--- src/rtl/mdio_if.sv ---
// Purpose : Clause-22 MDIO master; turns one op request into a 64-bit MDC frame and returns read data.
// Latency : op_done pulses 128*DIV clk after accept; read data valid in op_dout on that same edge.
// Backpr. : none; op_ena is sampled only while IDLE, requests during a frame are dropped (no queueing).
//
// Ports:
//   clk, rst            system clock, synchronous active-high reset
//   mdc, mdt, mdo, mdi  MDIO pins (external tri-state: mdio = mdt ? mdo : 'z, mdi = mdio)
//   op_ena              one-cycle request; op_rdwr 1=write 0=read; op_phya/op_rega addresses; op_din write data
//   op_dout             last completed read word, held until the next read completes
//   op_done             one-cycle pulse at the end of every frame
module mdio_if #(
    parameter int DIV = 10
) (
    input  logic        clk,
    input  logic        rst,
    output logic        mdc,
    output logic        mdt,
    output logic        mdo,
    input  logic        mdi,
    input  logic        op_ena,
    input  logic        op_rdwr,
    input  logic [4:0]  op_phya,
    input  logic [4:0]  op_rega,
    input  logic [15:0] op_din,
    output logic [15:0] op_dout,
    output logic        op_done
);

    localparam int CW = (DIV > 1) ? $clog2(DIV) : 1;

    typedef enum logic {IDLE, SHIFT} state_t;

    state_t        state, state_nxt;
    logic [CW-1:0] cnt, cnt_nxt;
    // Half-period index: even value 2n = low half of bit n, odd value = high half.
    logic [6:0]    hcnt, hcnt_nxt;
    logic [5:0]    cur_bit, nxt_bit;
    logic [63:0]   frame;
    logic [63:0]   tx_sr, tx_sr_nxt;
    logic [15:0]   rx_sr, rx_sr_nxt;
    logic [15:0]   dout_nxt;
    logic          is_rd, is_rd_nxt;
    logic          mdc_nxt, mdt_nxt, mdo_nxt, done_nxt;
    logic          tick;

    // For reads the TA and data fields are filled with 1s so mdo idles high
    // while the line is released.
    assign frame = {32'hFFFF_FFFF, 2'b01,
                    op_rdwr ? 2'b01 : 2'b10,
                    op_phya, op_rega,
                    op_rdwr ? 2'b10 : 2'b11,
                    op_rdwr ? op_din : 16'hFFFF};

    assign tick    = (cnt == CW'(DIV - 1));
    assign cur_bit = hcnt[6:1];
    assign nxt_bit = hcnt[6:1] + 6'd1;

    always_comb begin
        state_nxt = state;
        cnt_nxt   = cnt;
        hcnt_nxt  = hcnt;
        mdc_nxt   = mdc;
        mdt_nxt   = mdt;
        mdo_nxt   = mdo;
        tx_sr_nxt = tx_sr;
        rx_sr_nxt = rx_sr;
        is_rd_nxt = is_rd;
        dout_nxt  = op_dout;
        done_nxt  = 1'b0;

        case (state)
            IDLE: begin
                mdc_nxt  = 1'b0;
                mdt_nxt  = 1'b0;
                mdo_nxt  = 1'b1;
                cnt_nxt  = '0;
                hcnt_nxt = '0;
                if (op_ena) begin
                    state_nxt = SHIFT;
                    is_rd_nxt = ~op_rdwr;
                    mdt_nxt   = 1'b1;
                    mdo_nxt   = frame[63];
                    tx_sr_nxt = {frame[62:0], 1'b1};
                end
            end

            SHIFT: begin
                if (!tick) begin
                    cnt_nxt = cnt + 1'b1;
                end else begin
                    cnt_nxt  = '0;
                    hcnt_nxt = hcnt + 7'd1;
                    if (!hcnt[0]) begin
                        // Rising MDC edge of cur_bit: capture read data bits 48..63.
                        mdc_nxt = 1'b1;
                        if (is_rd && (cur_bit >= 6'd48))
                            rx_sr_nxt = {rx_sr[14:0], mdi};
                    end else if (hcnt == 7'd127) begin
                        // Final falling edge closes the frame.
                        state_nxt = IDLE;
                        mdc_nxt   = 1'b0;
                        mdt_nxt   = 1'b0;
                        mdo_nxt   = 1'b1;
                        done_nxt  = 1'b1;
                        if (is_rd)
                            dout_nxt = rx_sr;
                    end else begin
                        // Falling MDC edge: launch nxt_bit.
                        mdc_nxt   = 1'b0;
                        mdo_nxt   = tx_sr[63];
                        tx_sr_nxt = {tx_sr[62:0], 1'b1};
                        mdt_nxt   = !is_rd || (nxt_bit < 6'd46);
                    end
                end
            end

            default: state_nxt = IDLE;
        endcase
    end

    always_ff @(posedge clk) begin
        if (rst) begin
            state   <= IDLE;
            cnt     <= '0;
            hcnt    <= '0;
            mdc     <= 1'b0;
            mdt     <= 1'b0;
            mdo     <= 1'b1;
            tx_sr   <= '1;
            rx_sr   <= '0;
            is_rd   <= 1'b0;
            op_dout <= '0;
            op_done <= 1'b0;
        end else begin
            state   <= state_nxt;
            cnt     <= cnt_nxt;
            hcnt    <= hcnt_nxt;
            mdc     <= mdc_nxt;
            mdt     <= mdt_nxt;
            mdo     <= mdo_nxt;
            tx_sr   <= tx_sr_nxt;
            rx_sr   <= rx_sr_nxt;
            is_rd   <= is_rd_nxt;
            op_dout <= dout_nxt;
            op_done <= done_nxt;
        end
    end

endmodule

--- config.mk ---
export PLATFORM = sky130hd
export DESIGN_NAME = mdio_if
export DESIGN_NICKNAME = d
export VERILOG_FILES = /design/src/rtl/mdio_if.sv
export SDC_FILE = /design/constraint.sdc
export NUM_CORES = 1
export LEC_CHECK = 0
export CELL_PAD_IN_SITES_DETAIL_PLACEMENT = 0
export CELL_PAD_IN_SITES_GLOBAL_PLACEMENT = 2
export CORE_MARGIN = 4
export CORE_UTILIZATION = 36
export CTS_CLUSTER_DIAMETER = 50
export CTS_CLUSTER_SIZE = 40
export DETAILED_ROUTE_END_ITERATION = 10
export PLACE_DENSITY_LB_ADDON = 0.05
export SLEW_MARGIN = 20
export SYNTH_ARGS = -nofsm -noshare
export SYNTH_HDL_FRONTEND = slang
export SYNTH_SLANG_ARGS = --single-unit
--- constraint.sdc ---
create_clock -name clk -period 3.1 [get_ports clk]
set_input_delay 0.31 -clock clk [delete_from_list [all_inputs] [get_ports clk]]
set_output_delay 0.31 -clock clk [all_outputs]
set_load 0.02 [all_outputs]
==> impl_metrics.py <==
metrics = {
    "synthesis": {
        "synth_ff_type": "dfxtp_1",
        "yosysTopAreaCellShare_pct": 50.0,
        "async_flop_share_pct": 0,
        "yosysWarnings": 0,
        "synth.avg_cell_area_um2": 8.67,
        "yosysMostFrequentCell": "dfxtp_1",
        "synth_edf_count": 0,
        "synth.cells.most_frequent": "111 x dfxtp_1, 63 x nor2_1, 52 x o21ai_0",
        "yosysTopAreaCell": "dfxtp_1",
        "synth_fp_nets": 548,
        "synthCells": 513,
        "synth.distinct_cells": 47,
        "ys_seq_area_share_pct": 50.0,
        "yosys-top-cells-area": "dfxtp_1 50%, o21ai_0 5.9%, nor2_1 5.3%",
        "syn_area_um2": 4450,
        "ys_ff_latch": 111,
    },
    "global_routing": {
        "antenna_found_initial": 1,
        "grt_max_degree": 64,
        "gr-total-overflow": 0,
        "grt_pass1_vias": 3523,
        "grt_pass1_wl_um": 17600,
        "track_usage_pct": 15.1,
    },
    "clock_tree": {
        "cts.sinks": 111,
        "cts_max_level": 3,
        "postCtsHoldBufs": 0,
        "cts_max_path_buffers": 2,
        "root_buffer": "clkbuf_16",
        "cts_resized": 0,
        "numCtsBuffers": 9,
        "cts_tree": "done",
        "clock_insertion_delay_worst_skew_ns": 0.34,
        "clk_pin_slew_ns": 0.07,
        "cts_setup_buffers": 0,
    },
    "timing": {
        "whs_ns": 0.448,
        "setup_viol": 0,
        "period_share_pct": 72.4,
        "fin_crit_ns": 2.24,
        "report.final.slew_viol_count": 0,
        "clock_skew_ns": 0.00481,
        "setup_slack_ns": 0.855,
        "worst_pin_slew_ns": 1.02,
        "final_hold_viol_count": 0,
        "max_freq_mhz": 446,
        "rsz0062_at_grt": "false",
        "fin_setup_tns_ns": 0,
        "max_slew_margin_pct": 31.6,
    },
    "die": {
        "ioPinCount": 51,
        "die_h_um": 119,
        "fp-row-count": 40,
        "start_util_pct": 36.9,
        "core-area_um2": 12100,
        "dieArea_um2": 14200,
        "die_w_um": 119,
    },
    "routing": {
        "drt_first_iter_violations": 205,
        "totalWireLength_um": 10600,
        "post_drt_wl_per_cell_um": 14.9,
        "drc": 0,
        "antenna_left": 0,
        "drt_pass1_iterations": 4,
        "via_count": 3692,
        "via_per_inst": 5.18,
    },
    "cells_and_area": {
        "fillers": 1222,
        "nets": 575,
        "antenna_cells": 0,
        "post-route-util_pct": 44.6,
        "fin_cells": 713,
        "synthToLayoutAreaGrowth_pct": 20.8,
        "drive_gt1_share_pct": 6.42,
    },
    "placed_design": {
        "pre_cts_ws_ns": 0.854,
        "place_congestion": 0.747,
        "place_hpwl_um": 6370,
        "dp.cells": 697,
        "place.port_buffers": 50,
    },
    "hold_path": {
        "min_path_type": "flip-flop to flip-flop",
    },
    "worst_setup_path": {
        "crit_slowest_cell": "buf_4",
        "end_kind": "flip-flop",
        "path_delay_family": "compound AO/OA/AOI/OAI gates",
        "path_cells": "ha_1, nand4_4, o211ai_4, buf_4, a221oi_1, o21ai_0",
        "path_buf_inv": 1,
        "crit_type": "flip-flop to flip-flop",
        "cp-start-kind": "flip-flop",
        "cp.arrival_ns": 2.51,
        "worstPathRequired_ns": 3.37,
        "crit_fanout": 63,
        "r2r_slack_ns": 0.86,
        "cp_slowest_stage_delay_ns": 0.58,
    },
    "power_and_ir_drop": {
        "vdd_drop_max_mv": 0.298,
        "p_leak_nw": 1.82,
        "power.density_nw_per_um2": 547,
    },
    "job": {
        "drv_cap": 0,
    },
    "outcome": {
        "status": "finished clean",
    },
}
## cells by family after synthesis
family	synth area share, %
muxes	3.83
and+or+nand+nor	21.8
buffers and inverters	5.01
AOI/OAI and AO/OA	16.9
adders and majority gates	1.13
DFF	50.0
xor gates and xnor gates	1.38
## through the flow
stage	cell area, µm²	power (W)
2_1_floorplan	4450	0.00164
3_3_place_gp	5050	0.00172
3_5_place_dp	5050	0.00172
4_1_cts	5370	0.00299
5_1_grt	5370	0.00306
6_report	5370	0.00294
## final cells by class
cell class                 count  area, µm²  area share (%)
timing repair buffer          61        583            10.8
clock inverter                 5       81.3            1.51
tap                          168        210            3.91
multi-input combinational    354       2020            37.6
clock buffer                  11        243            4.52
inverter                       3       11.3           0.210
sequential                   111       2220            41.4
## sequential cells by signal (all words and copies together) (netlist names)
signal,flops
tx_sr,63
op_dout,16
rx_sr,16
hcnt,6
cnt,4
is_rd,1
mdc,1
mdo,1
mdt,1
op_done,1
state,1
## tightest hold or removal path, cell delays in order (launching register included)
cell and delay, ns:
dfxtp_1 0.31, nand2_1 0.05, a21oi_1 0.05
## power by group
group          internal, W  total, W  leakage [nW]  switching [W]
combinational    0.0000930  0.000207         0.762       0.000114
sequential         0.00146   0.00148         0.903      0.0000202
clock             0.000731   0.00125         0.156       0.000520
total              0.00228   0.00294          1.82       0.000654
## worst paths after layout
| path | startpoint | endpoint | cells after the start |
|---|---|---|---|
| setup / recovery | mdc$_SDFFE_PP0P_ | tx_sr[24]$_SDFFE_PP1P_ | 6 |
| hold / removal | op_dout[4]$_SDFFE_PP0P_ | op_dout[4]$_SDFFE_PP0P_ | 2 |
| setup reg to reg | mdc$_SDFFE_PP0P_ | tx_sr[24]$_SDFFE_PP1P_ | 6 |
| hold reg to reg | op_dout[4]$_SDFFE_PP0P_ | op_dout[4]$_SDFFE_PP0P_ | 2 |
## cells in the final DEF, fill, tap and decap left out, drive strengths merged, types with 15 or more instances in the layout
cell type,synthesis,routed
clkdlybuf4s50,0,50
o211ai,18,18
mux2i,17,17
a21oi,21,21
nor2,64,64
dfxtp,111,111
o22ai,15,15
nor3,46,46
o21ai,52,52
nand3,21,21
nand2,42,42
## per-layer routing
layer	routed length [µm]	GRT usage, %
met1	5160	20.2
met2	4840	23.7
met3	418	3.23
met4	179	6.15
met5	13	0
(Power assumes the default switching activity.)
==> patch 1 (same flow settings) <==
Change the parameter `DIV` from 10 to 11.
--- a/src/rtl/mdio_if.sv
+++ b/src/rtl/mdio_if.sv
@@ -10,5 +10,5 @@
 //   op_done             one-cycle pulse at the end of every frame
 module mdio_if #(
-    parameter int DIV = 10
+    parameter int DIV = 11
 ) (
     input  logic        clk,
Function: no difference found for any inputs over 10 cycles, from zero or initial values and one cycle with rst high; that may be too few to reach the edited logic, so the function may still have changed.
==> patch 1 against the original RTL <==
  * Power decreased by 3.2%
  * Cell area increased by 1.3%
  * Worst setup slack got worse by 0.036 ns
  * Wire length increased by 4.0%
  * Fmax decreased by 1.6%
  * Sequential power about the same
  * Final cell count increased by 2.4%
  * Area after synthesis increased by 3.3%
  * Sequential cell count unchanged
  * Critical endpoint is now op_dout[13]$_SDFFE_PP0P_
  * Largest power group unchanged
  * Highest routed layer is now met4
==> patch 1: results (changes against the original RTL) <==
Status
  • Run status: completed

Global routing
  • Grt met3 use: 0.0406 (+0.00827)
  • Number of global-route vias before repair: 3577 (+1.5%)
  • Largest net degree at the start of global routing: 49 (-23%)
  • Met1 Use GR: 0.226 (+0.0235)
  • GRT Util Overall: 0.155 (+0.00388)
  • Global-route wire length before repair: 18500 um (+5.2%)
  • Met2 global-route usage: 0.224 (-0.0130)

Synth
  • Syn Nets: 568 (+3.6%)
  • Cells after Synth: 533 (+3.9%)
  • Ranking of synthesized cells by area: dfxtp_1, nor3_1, o21ai_1
  • XOR/XNOR Fraction of Synth Area: 0.0133 (-0.000439)
  • Compound-cell area share of the yosys netlist: 0.209 (+0.0407)
  • Unique masters post-synth: 51 (+8.5%)
  • Synth Area in Adders: 0.0109 (-0.000359)
  • Synth top cells by count: dfxtp_1, nor2_1, nor3_1
  • Mux share of post-synthesis cell area: 0.00218 (-0.0361)
  • Seq/Total Area, Yosys: 0.484 (-0.0159)

Routing
  • Post-route met1 wirelength: 5710 um (+11%)
  • Iteration-0 DRC Markers: 298 (+45%)
  • Top layer reached by signal wires: met4
  • Via count: 3833 (+3.8%)
  • Via density: 5.25 (+1.4%)
  • Met2 routed WL: 4800 um (-0.97%)
  • Metal3 WL: 425 um (+1.7%)
  • Router iterations before antenna repair: 4 (unchanged)

Clocking
  • Clk slew on worst S/H paths: 0.07 ns (about the same)

Worst setup path
  • Worst reg-to-reg path cell count: 5 (-1)
  • Crit path max-delay family: simple AND/OR/NAND/NOR gates
  • Worst R2R End: op_dout[13]$_SDFFE_PP0P_
  • Slowest-stage cell, CP: nand4_1
  • R2r setup slk: 0.82 ns (-0.04 ns)
  • Worst Path Arrival: 2.50 ns (about the same)
  • Critical path destination: op_dout[13]$_SDFFE_PP0P_

Min path
  • Hold_sp: rx_sr[15]$_SDFFE_PP0P_
  • Hold EP: rx_sr[15]$_SDFFE_PP0P_
  • Min-delay worst type: flop to flop

STA
  • Slew HR: 0.404 (+0.0883)
  • Worst hold slack: 0.465 ns (+0.0167 ns)
  • Max frequency: 439 MHz (-1.6%)

Final layout
  • Layout cells sized above 1: 0.0747 (+0.0105)
  • Nets@finish: 592 (+3.0%)

Power
  • Maximum vdd drop: 0.360 mV (+21%)
  • Static Leak: 1.84 nW (+1.2%)

Place
  • Post-DP HPWL: 6660 um (+4.7%)
  • Placer Congestion: 0.764 (+2.3%)
  • DP Worst Slack: 0.808 ns (-0.0458 ns)
  • Placed Instances: 714 (+2.4%)
## patch 1: cell types whose count changed after synthesis, moves of 5 or more
cell	delta
o21ai_1	+42
o21ai_0	-27
nor2_1	-18
nand3_1	+17
a21oi_1	+16
mux2i_1	-16
a221oi_1	-5
a221oi_2	+5
buf_6	+5
## patch 1: report_power, final
group          leakage [nW]  switching [mW]  internal [mW]
registers             0.903          0.0176           1.46
logic                 0.794           0.133         0.0960
clock network         0.145           0.504          0.633
total                  1.84           0.655           2.19
## patch 1: cell type report
type / instances / area [um2]
Clock buffer: 14 / 284
Clock inverter: 2 / 12.5
Fill cell: 1245 / 6820
Inverter: 4 / 15.0
Multi-Input combinational cell: 369 / 2110
Sequential cell: 111 / 2220
Tap cell: 168 / 210
Timing Repair Buffer: 62 / 591
## patch 1: worst min-delay path: stages, from the launching register on
cell,delay (ns)
dfxtp_1,0.31
nand2_1,0.05
a21oi_1,0.05
==> patch 2 (same flow settings) <==
Made on the original files. Reset style: asynchronous (`rst`), changed in one clocked block. Comments in the files are not updated.
--- a/src/rtl/mdio_if.sv
+++ b/src/rtl/mdio_if.sv
@@ -119,5 +119,5 @@
     end
 
-    always_ff @(posedge clk) begin
+    always_ff @(posedge clk or posedge rst) begin
         if (rst) begin
             state   <= IDLE;
Function: differs if rst is asserted again (counterexample within 4 cycles, from zero or initial values and one cycle with rst high); with rst held inactive, the same outputs for 10 cycles.
==> patch 2 against the original RTL <==
  * Wire length fell by 11%
  * Global-route usage fell by 2.9 points
  * Final cell count fell by 13%
  * Critical endpoint is now tx_sr[61]$_DFFE_PP1P_
  * Worst setup slack got worse by 0.024 ns
  * Sequential cell count did not move
  * Non-clock buffer count fell by 4
  * Critical path type unchanged
  * Cell area rose by 16%
  * Clock skew rose by 0.0055 ns
  * Critical path depth rose by 1
  * Area after synthesis rose by 19%
  * Fmax fell by 1.1%
Power is not compared: it rests on default switching activity, and its combinational part moved more than twofold at a synthesized area within 25%.
==> patch 2: results (changes against the original RTL) <==
Global routing
  • Met1 Use GR: 0.162 (-0.0401)
  • Largest net degree at the start of global routing: 85 (+33%)
  • Initial antenna violation count: 0 (-1)
  • Grt met3 use: 0.0552 (+0.0229)
  • GRT Util Overall: 0.123 (-0.0286)
  • Global-route wire length before repair: 16100 um (-8.4%)

STA
  • Clock Skew: 0.0103 ns (+0.00552 ns)
  • Slew HR: 0.525 (+0.208)

Worst setup path
  • Worst Path Arrival: 2.55 ns (+0.04 ns)
  • Critical path origin: cnt[1]$_DFF_PP0_
  • Worst R2R End: tx_sr[61]$_DFFE_PP1P_
  • Worst Path Max Fanout: 48 (-24%)

Synth
  • Synth top cells by count: dfstp_2, mux2_4, dfrtp_1
  • Async set or reset register ratio after synthesis: 1.00 (+1.00)
  • EDFF count, synth: 0 (unchanged)
  • Mux share of post-synthesis cell area: 0.256 (+0.218)
  • Compound-cell area share of the yosys netlist: 0.0363 (-0.133)
  • Unique masters post-synth: 41 (-13%)
  • Seq/Total Area, Yosys: 0.542 (+0.0423)
  • Syn Nets: 419 (-24%)
  • Ranking of synthesized cells by area: dfstp_2, dfrtp_1, mux2_4

Status
  • Run status: completed

Routing
  • Metal3 WL: 545 um (+30%)
  • Post-route met1 wirelength: 4500 um (-13%)
  • Drt total wl: 9410 um (-11%)
  • Iteration-0 DRC Markers: 92 (-55%)
  • Met2 routed WL: 4240 um (-12%)
  • Top layer reached by signal wires: met4

Place
  • Post-DP HPWL: 5680 um (-11%)
  • Placer Congestion: 0.691 (-7.5%)

Final layout
  • Layout cells sized above 1: 0.416 (+0.352)
  • Nets@finish: 467 (-19%)
-- patch 2: cell count changes after synthesis, sizes merged, moves of 25 or more --
cell,before,now
dfrtp,0,47
dfstp,0,64
dfxtp,111,0
mux2,0,87
nand2,42,17
nand2b,2,34
nor2,64,10
nor3,46,0
o21ai,52,8
-- patch 2: stage by stage --
stage	area [um2]	hold WS [ns]	instances	util
6_report	6220	0.411	617	0.441
5_1_grt	6220	0.443	617	0.441
4_1_cts	6220	0.410	617	0.441
3_5_place_dp	5910	0.453	601	0.419
3_3_place_gp	5910	0.450	601	0.419
2_1_floorplan	5280	0.419	384	-
-- patch 2: area by class of cell --
cell class	instances	area [um2]
tap	180	225
clock buffer	9	225
clock inverter	7	85.1
inverter	22	86.3
sequential	111	2860
timing repair buffer	57	578
fill	1312	7880
multi-input combinational	231	2160
-- patch 2: critical path: stages (launching register included) --
cell,delay (ns)
dfrtp_1,0.40
inv_1,0.06
ha_1,0.18
and4b_1,0.42
nand2_1,0.15
o21ai_4,0.24
buf_12,0.36
mux2_2,0.38
